`src/rtl/shift_pkg.sv`:
```
// Shared types and constants for the shift sequencer and its counter.
package shift_pkg;

    typedef enum logic [1:0] {
        MODE_LOGICAL = 2'b00,
        MODE_ARITH   = 2'b01,
        MODE_ROTATE  = 2'b10
    } mode_t;

    typedef enum logic [1:0] {
        ST_IDLE  = 2'b00,
        ST_LOAD  = 2'b01,
        ST_SHIFT = 2'b10,
        ST_FIN   = 2'b11
    } state_t;

    localparam logic [1:0] SEL_LOAD = 2'b00;
    localparam logic [1:0] SEL_SR   = 2'b01;
    localparam logic [1:0] SEL_SL   = 2'b10;
    localparam logic [1:0] SEL_HOLD = 2'b11;

    // The unused encoding 11 behaves as a logical shift.
    function automatic mode_t decode_mode(input logic [1:0] raw);
        case (raw)
            2'b01:   decode_mode = MODE_ARITH;
            2'b10:   decode_mode = MODE_ROTATE;
            default: decode_mode = MODE_LOGICAL;
        endcase
    endfunction

endpackage

```
`src/rtl/shift_count_ctr.sv`:
```
// Down counter for the shift phase; flags the last shift before it happens.
module shift_count_ctr #(
    parameter int CW = 6
) (
    input  logic          CLK,
    input  logic          RESET,
    input  logic          load,
    input  logic          dec,
    input  logic [CW-1:0] load_val,
    output logic          next_zero
);

    logic [CW-1:0] cnt;

    // Load takes priority; decrement is only requested while shifting, when cnt >= 1.
    always_ff @(posedge CLK or posedge RESET) begin
        if (RESET)
            cnt <= '0;
        else if (load)
            cnt <= load_val;
        else if (dec)
            cnt <= cnt - CW'(1);
    end

    assign next_zero = (cnt == CW'(1));

endmodule

```
`src/rtl/shift_sequencer.sv`:
```
// Sequences a chain of 4-bit universal shift slices as one W-bit shifter.
// Data buses are numbered [0:W-1] so bit 0 is the MSB, matching the chain.
module shift_sequencer
    import shift_pkg::*;
#(
    parameter  int NSLICE = 9,
    parameter  int CW     = 6,
    localparam int W      = 4 * NSLICE
) (
    input  logic          CLK,
    input  logic          RESET,
    input  logic          REQ,
    input  logic [0:W-1]  DIN,
    input  logic          DIR,
    input  logic [1:0]    MODE,
    input  logic [CW-1:0] COUNT,
    input  logic [0:W-1]  CHAIN_Q,
    output logic [1:0]    CHAIN_SEL,
    output logic [0:W-1]  CHAIN_D,
    output logic          CHAIN_FILL_L,
    output logic          CHAIN_FILL_R,
    output logic          BUSY,
    output logic          DONE,
    output logic          OVF
);

    state_t        state;
    logic [1:0]    chain_sel;
    logic [0:W-1]  chain_d;
    logic          busy;
    logic          done;
    logic          ovf;
    logic [0:W-1]  din_q;
    logic          dir_q;
    mode_t         mode_q;
    logic [CW-1:0] count_q;
    logic          next_zero;
    logic          fill_l;
    logic          fill_r;

    shift_count_ctr #(.CW(CW)) u_ctr (
        .CLK       (CLK),
        .RESET     (RESET),
        .load      (state == ST_LOAD),
        .dec       (state == ST_SHIFT),
        .load_val  (count_q),
        .next_zero (next_zero)
    );

    // Sequencer FSM; outputs are registered alongside the state they belong to.
    always_ff @(posedge CLK or posedge RESET) begin
        if (RESET) begin
            state     <= ST_IDLE;
            chain_sel <= SEL_HOLD;
            chain_d   <= '0;
            busy      <= 1'b0;
            done      <= 1'b0;
            ovf       <= 1'b0;
            din_q     <= '0;
            dir_q     <= 1'b0;
            mode_q    <= MODE_LOGICAL;
            count_q   <= '0;
        end else begin
            done <= 1'b0;
            case (state)
                ST_IDLE: begin
                    if (REQ) begin
                        din_q     <= DIN;
                        dir_q     <= DIR;
                        mode_q    <= decode_mode(MODE);
                        count_q   <= COUNT;
                        ovf       <= 1'b0;
                        state     <= ST_LOAD;
                        chain_sel <= SEL_LOAD;
                        chain_d   <= DIN;
                        busy      <= 1'b1;
                    end
                end
                ST_LOAD: begin
                    chain_d <= '0;
                    if (count_q == '0) begin
                        state     <= ST_FIN;
                        chain_sel <= SEL_HOLD;
                        done      <= 1'b1;
                    end else begin
                        state     <= ST_SHIFT;
                        chain_sel <= dir_q ? SEL_SL : SEL_SR;
                    end
                end
                ST_SHIFT: begin
                    // Bit about to leave differs from the new sign bit.
                    if (mode_q == MODE_ARITH && dir_q && (CHAIN_Q[0] != CHAIN_Q[1]))
                        ovf <= 1'b1;
                    if (next_zero) begin
                        state     <= ST_FIN;
                        chain_sel <= SEL_HOLD;
                        done      <= 1'b1;
                    end
                end
                ST_FIN: begin
                    state <= ST_IDLE;
                    busy  <= 1'b0;
                end
                default: begin
                    state     <= ST_IDLE;
                    chain_sel <= SEL_HOLD;
                    busy      <= 1'b0;
                end
            endcase
        end
    end

    // End fill bits; only meaningful while shifting, forced low otherwise.
    always_comb begin
        fill_l = 1'b0;
        fill_r = 1'b0;
        if (state == ST_SHIFT) begin
            if (!dir_q) begin
                case (mode_q)
                    MODE_ARITH:  fill_l = CHAIN_Q[0];
                    MODE_ROTATE: fill_l = CHAIN_Q[W-1];
                    default:     fill_l = 1'b0;
                endcase
            end else if (mode_q == MODE_ROTATE) begin
                fill_r = CHAIN_Q[0];
            end
        end
    end

    assign CHAIN_SEL    = chain_sel;
    assign CHAIN_D      = chain_d;
    assign CHAIN_FILL_L = fill_l;
    assign CHAIN_FILL_R = fill_r;
    assign BUSY         = busy;
    assign DONE         = done;
    assign OVF          = ovf;

endmodule

```
`config.mk`:
```
export PLATFORM = sky130hd
export DESIGN_NAME = shift_sequencer
export DESIGN_NICKNAME = d
export VERILOG_FILES = /design/src/rtl/shift_pkg.sv /design/src/rtl/shift_count_ctr.sv /design/src/rtl/shift_sequencer.sv
export SDC_FILE = /design/constraint.sdc
export NUM_CORES = 1
export LEC_CHECK = 0
export CAP_MARGIN = 20
export CORE_UTILIZATION = 37
export CTS_BUF_LIST = sky130_fd_sc_hd__clkbuf_4
export CTS_CLUSTER_DIAMETER = 120
export DETAILED_ROUTE_END_ITERATION = 10
export PLACE_DENSITY = 0.83
export SYNTH_ARGS = -nofsm -noshare
export SYNTH_HDL_FRONTEND = slang
export SYNTH_SLANG_ARGS = --single-unit
```
`constraint.sdc`:
```
create_clock -name CLK -period 1.93 [get_ports CLK]
set_clock_uncertainty 0.1 [all_clocks]
set_input_delay 0.386 -clock CLK [delete_from_list [all_inputs] [get_ports CLK]]
set_output_delay 0.386 -clock CLK [all_outputs]
set_load 0.005 [all_outputs]
```
# Word-level counts from Yosys, hierarchy flattened
# Index checks and enable logic that the tools add are counted.
[word_totals]
latch_bits = 0
mem_bits_rw = 0
elab_cells = 65
mem_count = 0
out_inout_bits = 43
romBits = 0
register_bits = 58
[op_classes]
n_eq_ne = 12
reduce_logical = 15
add_sub_neg = 1
n_shift = 0
mul = 0
div_mod_pow = 0
n_bitwise = 0
mux = 27
magnitude_cmp = 0
[op_table]
columns = ["operator", "count"]
rows = [
  ["$pmux 36 s2", 1],
  ["$mux 36", 1],
  ["$mux 6", 2],
  ["$mux 1", 11],
  ["$mux 2", 5],
  ["$eq 2x2->1 const B", 4],
  ["$pmux 1 s2", 4],
  ["$pmux 2 s4", 1],
  ["$reduce_and 2->1", 4],
  ["$reduce_bool 2->1", 4],
  ["$eq 2x1->1 const B", 3],
  ["$eq 6x1->1 const B", 1],
  ["$logic_not 6->1", 1],
  ["$ne 2x2->1 const B", 3],
  ["$pmux 2 s3", 1],
  ["$reduce_and 3->1", 2],
  ["$sub 6x1->6 const B", 1],
  ["$pmux 2 s2", 1],
  ["$reduce_bool 3->1", 1],
  ["$logic_and 1x1->1", 2],
  ["$logic_not 2->1", 1],
  ["$ne 1x1->1", 1],
]

# Depth between registers and ports, before layout
# Gate-level depths: netlist of run 1.
[logic_depth]
word_depth = 5
mapped_depth = 8
mapped_depth_nobuf = 6

# By module
# A second synthesis of run 1 with hierarchy kept.
[unflattened]
hier_cells = 195
hier_area_um2 = 2555.0
[by_module_without_submodules]
columns = ["module", "area_per_inst_um2", "seq_area_each_um2", "cells_per_inst", "n_inst"]
rows = [
  ["shift_sequencer", 2185.8, 1303.8, 158, 1],
  ["shift_count_ctr", 369.1, 150.1, 37, 1],
]

# Least setup slack after synthesis of run 1
# No wires, ideal clock.
[synth_path]
path_kind = "register -> register"
start = "register state[1]"
end = "register chain_d, in the netlist CHAIN_D[0]"
slack_ns = 0.136
t_arrival_ns = 1.573
stages_incl_launch_ff = 9
cell_sequence = "dfrtp_1 inv_1 ha_1 buf_2 inv_1 o21a_1 buf_2 buf_2 a22o_1"
[synth_between]
elab_chain_cells = 3
word_cells_on_any_way = 6
[synth_lines]
columns = ["item", "line_no", "text"]
rows = [
  ["from (decl)", "shift_sequencer.sv:27", "state_t state;"],
  ["from (signal assigned)", "shift_sequencer.sv:53", "state <= ST_IDLE;"],
  ["from (signal assigned)", "shift_sequencer.sv:73", "state <= ST_LOAD;"],
  ["from (signal assigned)", "shift_sequencer.sv:82", "state <= ST_FIN;"],
  ["$eq 2x1->1 / $logic_not 2->1 (equally long branches)", "shift_sequencer.sv:65", "case (state)"],
  ["$reduce_bool 2->1 (no source line) / $ne 2x2->1 (equally long branches)", "--", ""],
  ["$reduce_and 2->1 (no source line)", "--", ""],
  ["to (signal assigned)", "shift_sequencer.sv:55", "chain_d <= '0;"],
  ["to (signal assigned)", "shift_sequencer.sv:75", "chain_d <= DIN;"],
  ["to (signal assigned)", "shift_sequencer.sv:80", "chain_d <= '0;"],
  ["to (decl)", "shift_sequencer.sv:29", "logic [0:W-1] chain_d;"],
]
# Parallel ways exist; a longest one is shown, timed or not.
# A chain may end at the register's enable or synchronous reset.

# Worst setup path in the final report of run 1
[layout_path]
start = "register mode_q[0]"
end = "output port CHAIN_FILL_L"
[layout_between]
elab_chain_cells = 4
word_cells_on_any_way = 5
[layout_lines]
columns = ["item", "line_no", "text"]
rows = [
  ["from (decl)", "shift_sequencer.sv:35", "mode_t mode_q;"],
  ["from (signal assigned)", "shift_sequencer.sv:70", "mode_q <= decode_mode(MODE);"],
  ["$eq 2x2->1 / $eq 2x1->1 (equally long branches)", "shift_sequencer.sv:119", "case (mode_q)"],
  ["$pmux 1 s2 (*)", "shift_sequencer.sv:119", ""],
  ["$mux 1 (*)", "shift_sequencer.sv:118", "if (!dir_q) begin"],
  ["$mux 1 (*)", "shift_sequencer.sv:117", "if (state == ST_SHIFT) begin"],
  ["to (decl)", "shift_sequencer.sv:20", "output logic CHAIN_FILL_L,"],
]
# Every way passes the cells marked *; elsewhere a longest branch is shown, timed or not.

==> summary.md, run 1 <==
| Metric | Value |
|---|---|
| Outcome | finished with violations |
| Failing checks | DRC, setup timing |
| Slowest cell on the critical path | dfrtp_1 |
| Yosys cell types | 35 |
| Vias in the first global route | 1978 |
| EDFF count, synth | 0 |
| Sequential power share | 35.1% |
| Critical-path cell list | inv_1 -> ha_1 -> nor4b_2 -> buf_2 |
| Layout cell share with drive strength beyond 1 | 18.2% |
| Crit start category | flip-flop |
| # diodes | 0 |
| Pwr/cell area | 1670 nW/um^2 |
| Vias after detailed routing | 1971 |
| Reg-to-reg endpoint | CHAIN_D[13] |
| Post-route cell area | 3800 sq um |
| # fillers | 526 |
| Hold Vio Cnt, Final | 0 |
| Multi-input gate area | 963 sq um |
| NetSw | 2.16 mW |
| CP max FO | 3 |
| Area delta synth->final | 52.8% |
| Critical Path RT | 1.44 ns |
| RSZ-0062 raised after global routing | true |
| Initial core utilization | 38.8% |
| Mapped Avg Cell Area | 12.4 sq um |
| Clk_lat worst skew | 0.39 ns |
| Worst Reg-to-Reg Cells | 7 |
| Crit end category | output port |
| Commonest cells post-synth | dfrtp_1 (56), a22o_1 (41), a21oi_1 (10), o21ai_0 (10) |
| CTS tree | done |
| I/O pin count | 127 |
| Total GRT Usage | 17.8% |
| Mapped Nets | 293 |
| Number of remaining DRC errors | 16 |
| Clock Tree Buf Depth | 2 |
| Drt wl/cell | 14.8 um |
| Die W | 84.0 um |
| Synthesized area | 2490 sq um |
| R2r setup slk | 0.16 ns |
| Area leader, netlist | dfrtp_1 |
| First-pass GRT wire length | 9760 um |
| Area contributors post-synth | dfrtp_1 (56%), a22o_1 (14%), ha_1 (4.5%) |
| Synth Flop Type | dfrtp_1 |
| Post-synthesis sequential area ratio | 58.4% |
| Total grt overflow | 0 |
| Peak Freq | 0.496 GHz |
| Placed Area | 3610 sq um |
| Flops & latches, synth | 58 |
| Most frequent cell after synthesis | dfrtp_1 |
| CP Class | flip-flop to output port |
| Post-DP HPWL | 4080 um |
| Clock power frac | 16.3% |
| Num CTS Buffers | 9 |
| Least-Margin Pin Slew | 0.505 ns |
| # rows | 29 |
| Cell Int Power | 4.19 mW |
| Final Total Pwr | 6.36 mW |
| Final net count | 402 |
| CP peak stage delay | 0.39 ns |
| RePlAce Congestion | 0.805 |
| Hold_buf cts | 0 |
| Fin crit period | 2.01 ns |
| Register area | 1450 sq um |
| Worst slew margin | 66.1% |
| Synth Warn # | 0 |
| HP Class | input pin to async pin |
| Antenna violations before repair | 0 |
| Final core occ | 59.2% |
| Tcrit/Tclk final | 104% |
| FF-to-FF Start | state[1] |
| H-tree Lvls | 3 |
| Top cell type's share of synthesized area | 56.3% |
| Max cap viols | 0 |
| Final WS setup | -0.0848 ns |
| Die height | 84.0 um |
| First-pass DRT Iterations | 7 |
| Core Area | 6420 sq um |
| Comb pwr share | 48.7% |
| Hold Slack | 0.257 ns |
| Cells after Synth | 200 |
| Setup Viol. Count Final | 2 |
| Switching share of power | 34.1% |
| Vias/cell | 5.04 |
| Antenna viol nets, final | 0 |
| Largest net degree at the start of global routing | 59 |
| Starting DRT DRC Count | 97 |
| Clk sinks | 58 |
| Clk Tree Root Cell | clkbuf_4 |
| Arrival time at the worst endpoint | 1.53 ns |
| Total wire length | 5800 um |
| Leak | 1.68 nW |
| Slew Limit Fails | 0 |
| CTS clk-pin slew, worst paths | 0.12 ns |
| Die area | 7060 sq um |
| Peak supply drop | 0.696 mV |
| Synth async-reset ratio | 100% |
| Port Buf Inserts | 93 |
==> how the worst max path moves through the flow <==
stage	endpoint	slack [ns]	start
CTS	CHAIN_FILL_L	-0.10	mode_q[0]
detailed placement	CHAIN_FILL_L	-0.32	CHAIN_Q[0]
global placement	CHAIN_FILL_L	-0.29	CHAIN_Q[0]
finish	CHAIN_FILL_L	-0.08	mode_q[0]
global route	CHAIN_FILL_L	-0.20	mode_q[1]
floorplan	BUSY	0.02	RESET
==> sequential cells by signal, indices dropped and copies added, names as in the netlist <==
signal,flops
count_q,6
CHAIN_D,36
mode_q,2
state,2
OVF,1
u_ctr.cnt,6
CHAIN_SEL,2
DONE,1
dir_q,1
BUSY,1
==> cell families after synthesis <==
family / after synthesis / share of synthesized area (%)
flops: 58 / 58.4
compound gates: 72 / 22.5
mux: 7 / 3.17
buf+inv: 21 / 3.57
simple gates: 32 / 7.49
fa+ha+maj: 9 / 4.52
xor+xnor: 1 / 0.352
==> worst max-delay path: cells and delay by family, from the launching register on <==
kind | cells | cell delay [ns]
buffers and inverters | 2 | 0.20
adders and majority gates | 1 | 0.30
and+or+nand+nor | 1 | 0.25
DFF | 1 | 0.39
==> power groups by stage <==
| stage | Combinational (mW) | Clock [mW] | Sequential (mW) |
|---|---|---|---|
| global route | 3.41 | 1.12 | 2.31 |
| finish | 3.09 | 1.03 | 2.23 |
| CTS | 3.12 | 1.07 | 2.23 |
| detailed placement | 3.07 | 0 | 2.25 |
| floorplan | 1.56 | 0 | 2.24 |
| global placement | 3.00 | 0 | 2.21 |
==> stage by stage <==
stage / TNS (ns) / setup WS, ns / cells
after floorplan: 0 / 0.0193 / 200
after global placement: -0.496 / -0.290 / 373
after detailed placement: -0.569 / -0.316 / 373
after CTS: -0.183 / -0.101 / 391
after global routing: -0.319 / -0.197 / 391
final: -0.138 / -0.0848 / 391
==> cell usage in the layout, fill, tap and decap left out, types with 2 or more instances in the layout <==
master           netlist  routed
a21oi_1               10      10
a22o_1                41      41
a31oi_1                2       2
buf_12                 0       3
buf_4                  0      14
bufinv_16              0       2
clkbuf_4               0       9
clkdlybuf4s50_1        0      89
clkinv_4               0       3
dfrtp_1               56      56
dfstp_2                2       2
dlygate4sd2_1          0       3
ha_1                   9       7
ha_2                   0       2
inv_1                  9       6
inv_2                  0       3
mux2_2                 7       7
nand2_1                5       4
nand2b_1               4       4
nand3_1                2       2
nor2_1                 9       8
nor2b_1                2       2
nor3_1                 2       2
o21ai_0               10      10
==> layer usage <==
layer | up-vias | global-route usage (%) | routed length [um]
li1 | 962 | - | -
met1 | 941 | 23.8 | 2580
met2 | 57 | 27.5 | 2820
met3 | 11 | 4.55 | 297
met4 | 0 | 7.52 | 101
met5 | - | 0 | 0
==> repair_timing <==
item	CTS	global route
buffers inserted	2	0
setup endpoints to repair	4	35
pin swaps	1	0
resized for setup	9	4
==> area by class of cell <==
type	instances	share of cell area [%]
clock inverters	7	2.70
well taps	77	2.53
multi-input cells	121	25.3
inverters	9	0.888
repair buffers	110	28.6
flip-flops and latches	58	38.2
clock buffers	9	1.78
Power figures use the tool's default switching activity.
==> run 2: changes to the inputs <==
--- a/config.mk
+++ b/config.mk
@@ -10,6 +10,7 @@
 export CTS_BUF_LIST = sky130_fd_sc_hd__clkbuf_4
 export CTS_CLUSTER_DIAMETER = 120
 export DETAILED_ROUTE_END_ITERATION = 10
+export MAX_ROUTING_LAYER = met4
 export PLACE_DENSITY = 0.83
 export SYNTH_ARGS = -nofsm -noshare
 export SYNTH_HDL_FRONTEND = slang
==> run 2 against run 1 <==
  * The flow still finishes with violations (DRC, setup timing)
  * Core utilization is 0.16 points higher
  * Combinational power hardly changed
  * Count of clock-buffer cells in the layout stayed put
  * Wire length hardly changed
  * Hold slack worse by 0.0081 ns
  * Critical path depth stayed put
  * Sequential share of layout area is 0.10 points lower
  * Sequential power hardly changed
  * Via count is 0.10% higher
  * Critical endpoint unchanged
  * Largest cell class unchanged
  * Highest routed layer unchanged
==> summary.md, run 2 (same netlist as run 1, synthesis figures left out) <==
| Metric | Value |
|---|---|
| Setup Viol. Count Final | 2 |
| Drt wl/cell | 14.8 um |
| H-tree Lvls | 3 |
| Pwr/cell area | 1670 nW/um^2 |
| Tcrit/Tclk final | 105% |
| Num CTS Buffers | 9 |
| # diodes | 0 |
| Total GRT Usage | 18.4% |
| Die height | 84.0 um |
| RePlAce Congestion | 0.817 |
| Vias after detailed routing | 1973 |
| Clk sinks | 58 |
| Vias in the first global route | 1967 |
| Max reg flops | 36 |
| Fin crit period | 2.02 ns |
| Number of remaining DRC errors | 16 |
| Core Area | 6420 sq um |
| Antenna viol nets, final | 0 |
| Register area | 1450 sq um |
| Dpl cells | 373 |
| # rows | 29 |
| Failing checks | DRC, setup timing |
| I/O pin count | 127 |
| Critical Path RT | 1.44 ns |
| Most frequent cells in the layout | clkdlybuf4s50_1 (89), dfrtp_1 (56), a22o_1 (41), buf_4 (14) |
| CTS tree | done |
| Multi-input gate area | 973 sq um |
| HP Class | input pin to async pin |
| Layout cell share with drive strength beyond 1 | 18.2% |
| Final non-filler cell total | 391 |
| Total grt overflow | 0 |
| Leak | 1.68 nW |
| Max cap viols | 0 |
| Clock Tree Buf Depth | 2 |
| Arrival time at the worst endpoint | 1.53 ns |
| Crit start category | flip-flop |
| Outcome | finished with violations |
| Total wire length | 5800 um |
| # fillers | 525 |
| TNS Setup | -0.145 ns |
| Clk Tree Root Cell | clkbuf_4 |
| Clk_lat worst skew | 0.39 ns |
| CTS clk-pin slew, worst paths | 0.12 ns |
| CP max FO | 3 |
| Pre-CTS WS | -0.316 ns |
| Crit end category | output port |
| Largest net degree at the start of global routing | 59 |
| Vias/cell | 5.05 |
| Commonest non-fill, non-tap cell in the layout | clkdlybuf4s50_1 |
| Slew Limit Fails | 0 |
| Peak Freq | 0.495 GHz |
| Die area | 7060 sq um |
| First-pass DRT Iterations | 7 |
| Final WS setup | -0.0882 ns |
| Port Buf Inserts | 93 |
| Initial core utilization | 38.8% |
| Antenna violations before repair | 0 |
| Area delta synth->final | 53.2% |
| Hold_buf cts | 0 |
| Die W | 84.0 um |
| Least-Margin Pin Slew | 0.504 ns |
| Hold Vio Cnt, Final | 0 |
| First-pass GRT wire length | 9760 um |
| Post-DP HPWL | 4080 um |
| Worst slew margin | 66.1% |
| RSZ-0062 raised after global routing | true |
| Final net count | 402 |
| Starting DRT DRC Count | 84 |
| CP Class | flip-flop to output port |
| Peak supply drop | 0.698 mV |
==> run 2: cell types whose count changed in the layout (fill, tap and decap cells not counted) <==
cell,before,now
ha_2,2,1
ha_4,0,1
==> run 2: final timing paths <==
check                            from           end  slack, ns  depth (start not counted)
min                             RESET   CHAIN_D[16]       0.25                          3
min in group CLK           CHAIN_D[5]    CHAIN_D[5]       0.41                          1
max in group asynchronous       RESET  CHAIN_SEL[0]       1.17                          3
min reg2reg                CHAIN_D[5]    CHAIN_D[5]       0.41                          1
max reg2reg                  state[1]   CHAIN_D[13]       0.12                          7
max                         mode_q[0]  CHAIN_FILL_L      -0.09                          4
==> run 2: worst max-delay path, stage by stage (launching register included) <==
cell     delay (ns)
dfrtp_1        0.39
inv_1          0.05
ha_1           0.30
nor4b_2        0.25
buf_2          0.15
==> run 2: repair_timing <==
action | CTS | global route
setup endpoints to repair | 4 | 37
setup buffers | 2 | 0
resized for setup | 9 | 5
pin swaps | 1 | 0
==> run 2: routing by layer <==
layer,global-route usage [%],part of all wire [%],vias up
met4,7.52,2.2,0
met3,4.55,5.4,13
li1,-,-,962
met2,27.5,47,57
met1,23.9,45,941
met5,-,0,-
==> run 2: cell type report <==
cell class	instances	share of cell area, %
Inverter	9	0.886
Clock buffer	9	1.77
Timing Repair Buffer	110	28.5
Sequential cell	58	38.1
Multi-Input combinational cell	121	25.5
Tap cell	77	2.53
Clock inverter	7	2.69
==> run 2: stage by stage <==
| step | util, % | power [mW] | instance area, sq um | hold slack (ns) |
|---|---|---|---|---|
| final | 59.4 | 6.38 | 3810 | 0.249 |
| after floorplan | - | 3.80 | 2490 | 0.375 |
| after global routing | 59.4 | 6.87 | 3810 | 0.250 |
| after global placement | 56.3 | 5.21 | 3610 | 0.387 |
| after CTS | 59.2 | 6.41 | 3800 | 0.242 |
| after detailed placement | 56.3 | 5.33 | 3610 | 0.390 |
==> run 2: report_power, final <==
group          leakage (nW)  switching, mW  internal (mW)
registers             0.748          0.396           1.83
clock network        0.0867          0.501          0.536
logic                 0.848           1.28           1.83
==> run 3: changes to the inputs <==
--- a/config.mk
+++ b/config.mk
@@ -11,7 +11,7 @@
 export CTS_CLUSTER_DIAMETER = 120
 export DETAILED_ROUTE_END_ITERATION = 10
 export MAX_ROUTING_LAYER = met4
-export PLACE_DENSITY = 0.83
+export PLACE_DENSITY_LB_ADDON = 0.12
 export SYNTH_ARGS = -nofsm -noshare
 export SYNTH_HDL_FRONTEND = slang
 export SYNTH_SLANG_ARGS = --single-unit
==> run 3 against run 2 <==
  * The run still ends with DRC, setup timing left
  * Worst setup slack gained 0.069 ns
  * Non-clock buffer count grew 6
  * Combinational power grew 7.1%
  * Flip-flop and latch count is the same
  * Largest cell class unchanged
  * Critical path depth is the same
  * Count of clock-buffer cells in the layout grew 1
==> summary.md, run 3 (same netlist as run 1, synthesis figures left out) <==
| Metric | Value |
|---|---|
| # rows | 29 |
| Slowest cell on the critical path | dfrtp_1 |
| Final net count | 408 |
| Drt wl/cell | 14.5 um |
| Commonest non-fill, non-tap cell in the layout | clkdlybuf4s50_1 |
| NetSw | 2.20 mW |
| Tcrit/Tclk final | 101% |
| Total GRT Usage | 18.5% |
| Dpl cells | 371 |
| Port Buf Inserts | 93 |
| Hold Vio Cnt, Final | 0 |
| CP Class | flip-flop to output port |
| Vias after detailed routing | 1987 |
| Crit start category | flip-flop |
| # fillers | 546 |
| Clock Tree Buf Depth | 2 |
| Cell family with most CP delay | flip-flops |
| Layout cell share with drive strength beyond 1 | 22.5% |
| Starting DRT DRC Count | 87 |
| Worst slew margin | 74.9% |
| CTS tree | done |
| Critical-path cell list | inv_2 -> ha_4 -> nor4b_2 -> buf_2 |
| Worst Reg-to-Reg Cells | 9 |
| First-pass GRT wire length | 9770 um |
| HP Class | input pin to async pin |
| Area delta synth->final | 56.0% |
| Cell Int Power | 4.23 mW |
| CTS clk-pin slew, worst paths | 0.11 ns |
| Largest net degree at the start of global routing | 59 |
| Failing checks | DRC, setup timing |
| Final WS setup | -0.0191 ns |
| Critical Path RT | 1.44 ns |
| Clk_lat worst skew | 0.39 ns |
| Reg-to-reg endpoint | state[1] |
| Multi-input gate area | 1030 sq um |
| R2r setup slk | 0.10 ns |
| RSZ-0062 raised after global routing | true |
| Total wire length | 5750 um |
| Hold_buf cts | 0 |
| Max reg flops | 36 |
| RePlAce Congestion | 0.781 |
| Slew Limit Fails | 0 |
| Die height | 84.0 um |
| Post-DP HPWL | 3860 um |
| CP peak stage delay | 0.42 ns |
| Leak | 1.71 nW |
| CP max FO | 3 |
| Clk sinks | 58 |
| # diodes | 0 |
| Pwr/cell area | 1660 nW/um^2 |
| Antenna viol nets, final | 0 |
| WP buf/inv | 2 |
| Max cap viols | 0 |
| Most frequent cells in the layout | clkdlybuf4s50_1 (89), dfrtp_1 (56), a22o_1 (41), buf_4 (18), clkbuf_4 (10) |
| First-pass DRT Iterations | 7 |
| Setup Viol. Count Final | 1 |
| Die W | 84.0 um |
| Clock power frac | 13.2% |
| Number of remaining DRC errors | 2 |
| Die area | 7060 sq um |
| Clk Tree Root Cell | clkbuf_4 |
| Initial core utilization | 38.8% |
| Outcome | finished with violations |
| Vias/cell | 5.01 |
| Peak Freq | 0.513 GHz |
| Fin crit period | 1.95 ns |
| Register area | 1450 sq um |
| Peak supply drop | 0.683 mV |
| I/O pin count | 127 |
| Pre-CTS WS | -0.321 ns |
| Final non-filler cell total | 397 |
| Final core occ | 60.5% |
| Num CTS Buffers | 9 |
| Sequential power share | 35.1% |
| H-tree Lvls | 3 |
| Core Area | 6420 sq um |
| Total grt overflow | 0 |
| FF-to-FF Start | state[0] |
| Arrival time at the worst endpoint | 1.46 ns |
| Crit end category | output port |
| Comb pwr share | 51.7% |
| Hold Slack | 0.249 ns |
| Antenna violations before repair | 0 |
| Vias in the first global route | 2086 |
| Switching share of power | 34.2% |
| Least-Margin Pin Slew | 0.375 ns |
run 3: layout make-up:
cell class | count | area share [%]
clock inverters | 6 | 1.48
clock buffers | 10 | 1.93
inverters | 9 | 0.870
repair buffers | 116 | 29.3
multi-input cells | 121 | 26.5
flip-flops and latches | 58 | 37.4
well taps | 77 | 2.48
run 3: worst max-delay path by stage:
stage / start / end / slack, ns / cells after the start
after CTS: mode_q[1] / CHAIN_FILL_L / -0.11 / 5
final: mode_q[0] / CHAIN_FILL_L / -0.02 / 4
after floorplan: RESET / BUSY / 0.02 / 1
after detailed placement: CHAIN_Q[0] / CHAIN_FILL_L / -0.32 / 4
after global placement: CHAIN_Q[0] / CHAIN_FILL_L / -0.30 / 4
after global routing: mode_q[1] / CHAIN_FILL_L / -0.1 / 5
run 3: what timing repair did:
action	in CTS	in global routing
setup endpoints to repair	4	46
buffers inserted	4	6
pin swaps	3	5
gates resized for setup	13	19
hold endpoints to repair	0	0
gates cloned	0	0
run 3: metrics by stage:
step | total power, mW | TNS [ns] | area [sq um]
after floorplan | 3.80 | 0 | 2490
after global routing | 6.94 | -0.111 | 3880
final | 6.44 | -0.0191 | 3880
after global placement | 5.24 | -0.497 | 3600
after detailed placement | 5.29 | -0.532 | 3600
after CTS | 6.25 | -0.193 | 3780
run 3: layer usage:
layer  track usage (%)  wire, um  share of wire [%]
met3              3.96       304                5.3
met5                 -         0                  0
met1              22.8      2640                 46
met2              28.7      2710                 47
met4              9.40        93                1.6
run 3: power groups by stage:
stage | Sequential, mW | Combinational [mW] | Clock (mW)
4_1_cts | 2.25 | 3.11 | 0.890
3_3_place_gp | 2.26 | 2.98 | 0
2_1_floorplan | 2.24 | 1.56 | 0
5_1_grt | 2.35 | 3.63 | 0.959
3_5_place_dp | 2.25 | 3.04 | 0
6_report | 2.26 | 3.33 | 0.851
run 3: worst min-delay path, cell delays in order:
cell and delay [ns]:
clkdlybuf4s50_1 0.41, inv_2 0.07, buf_12 0.28
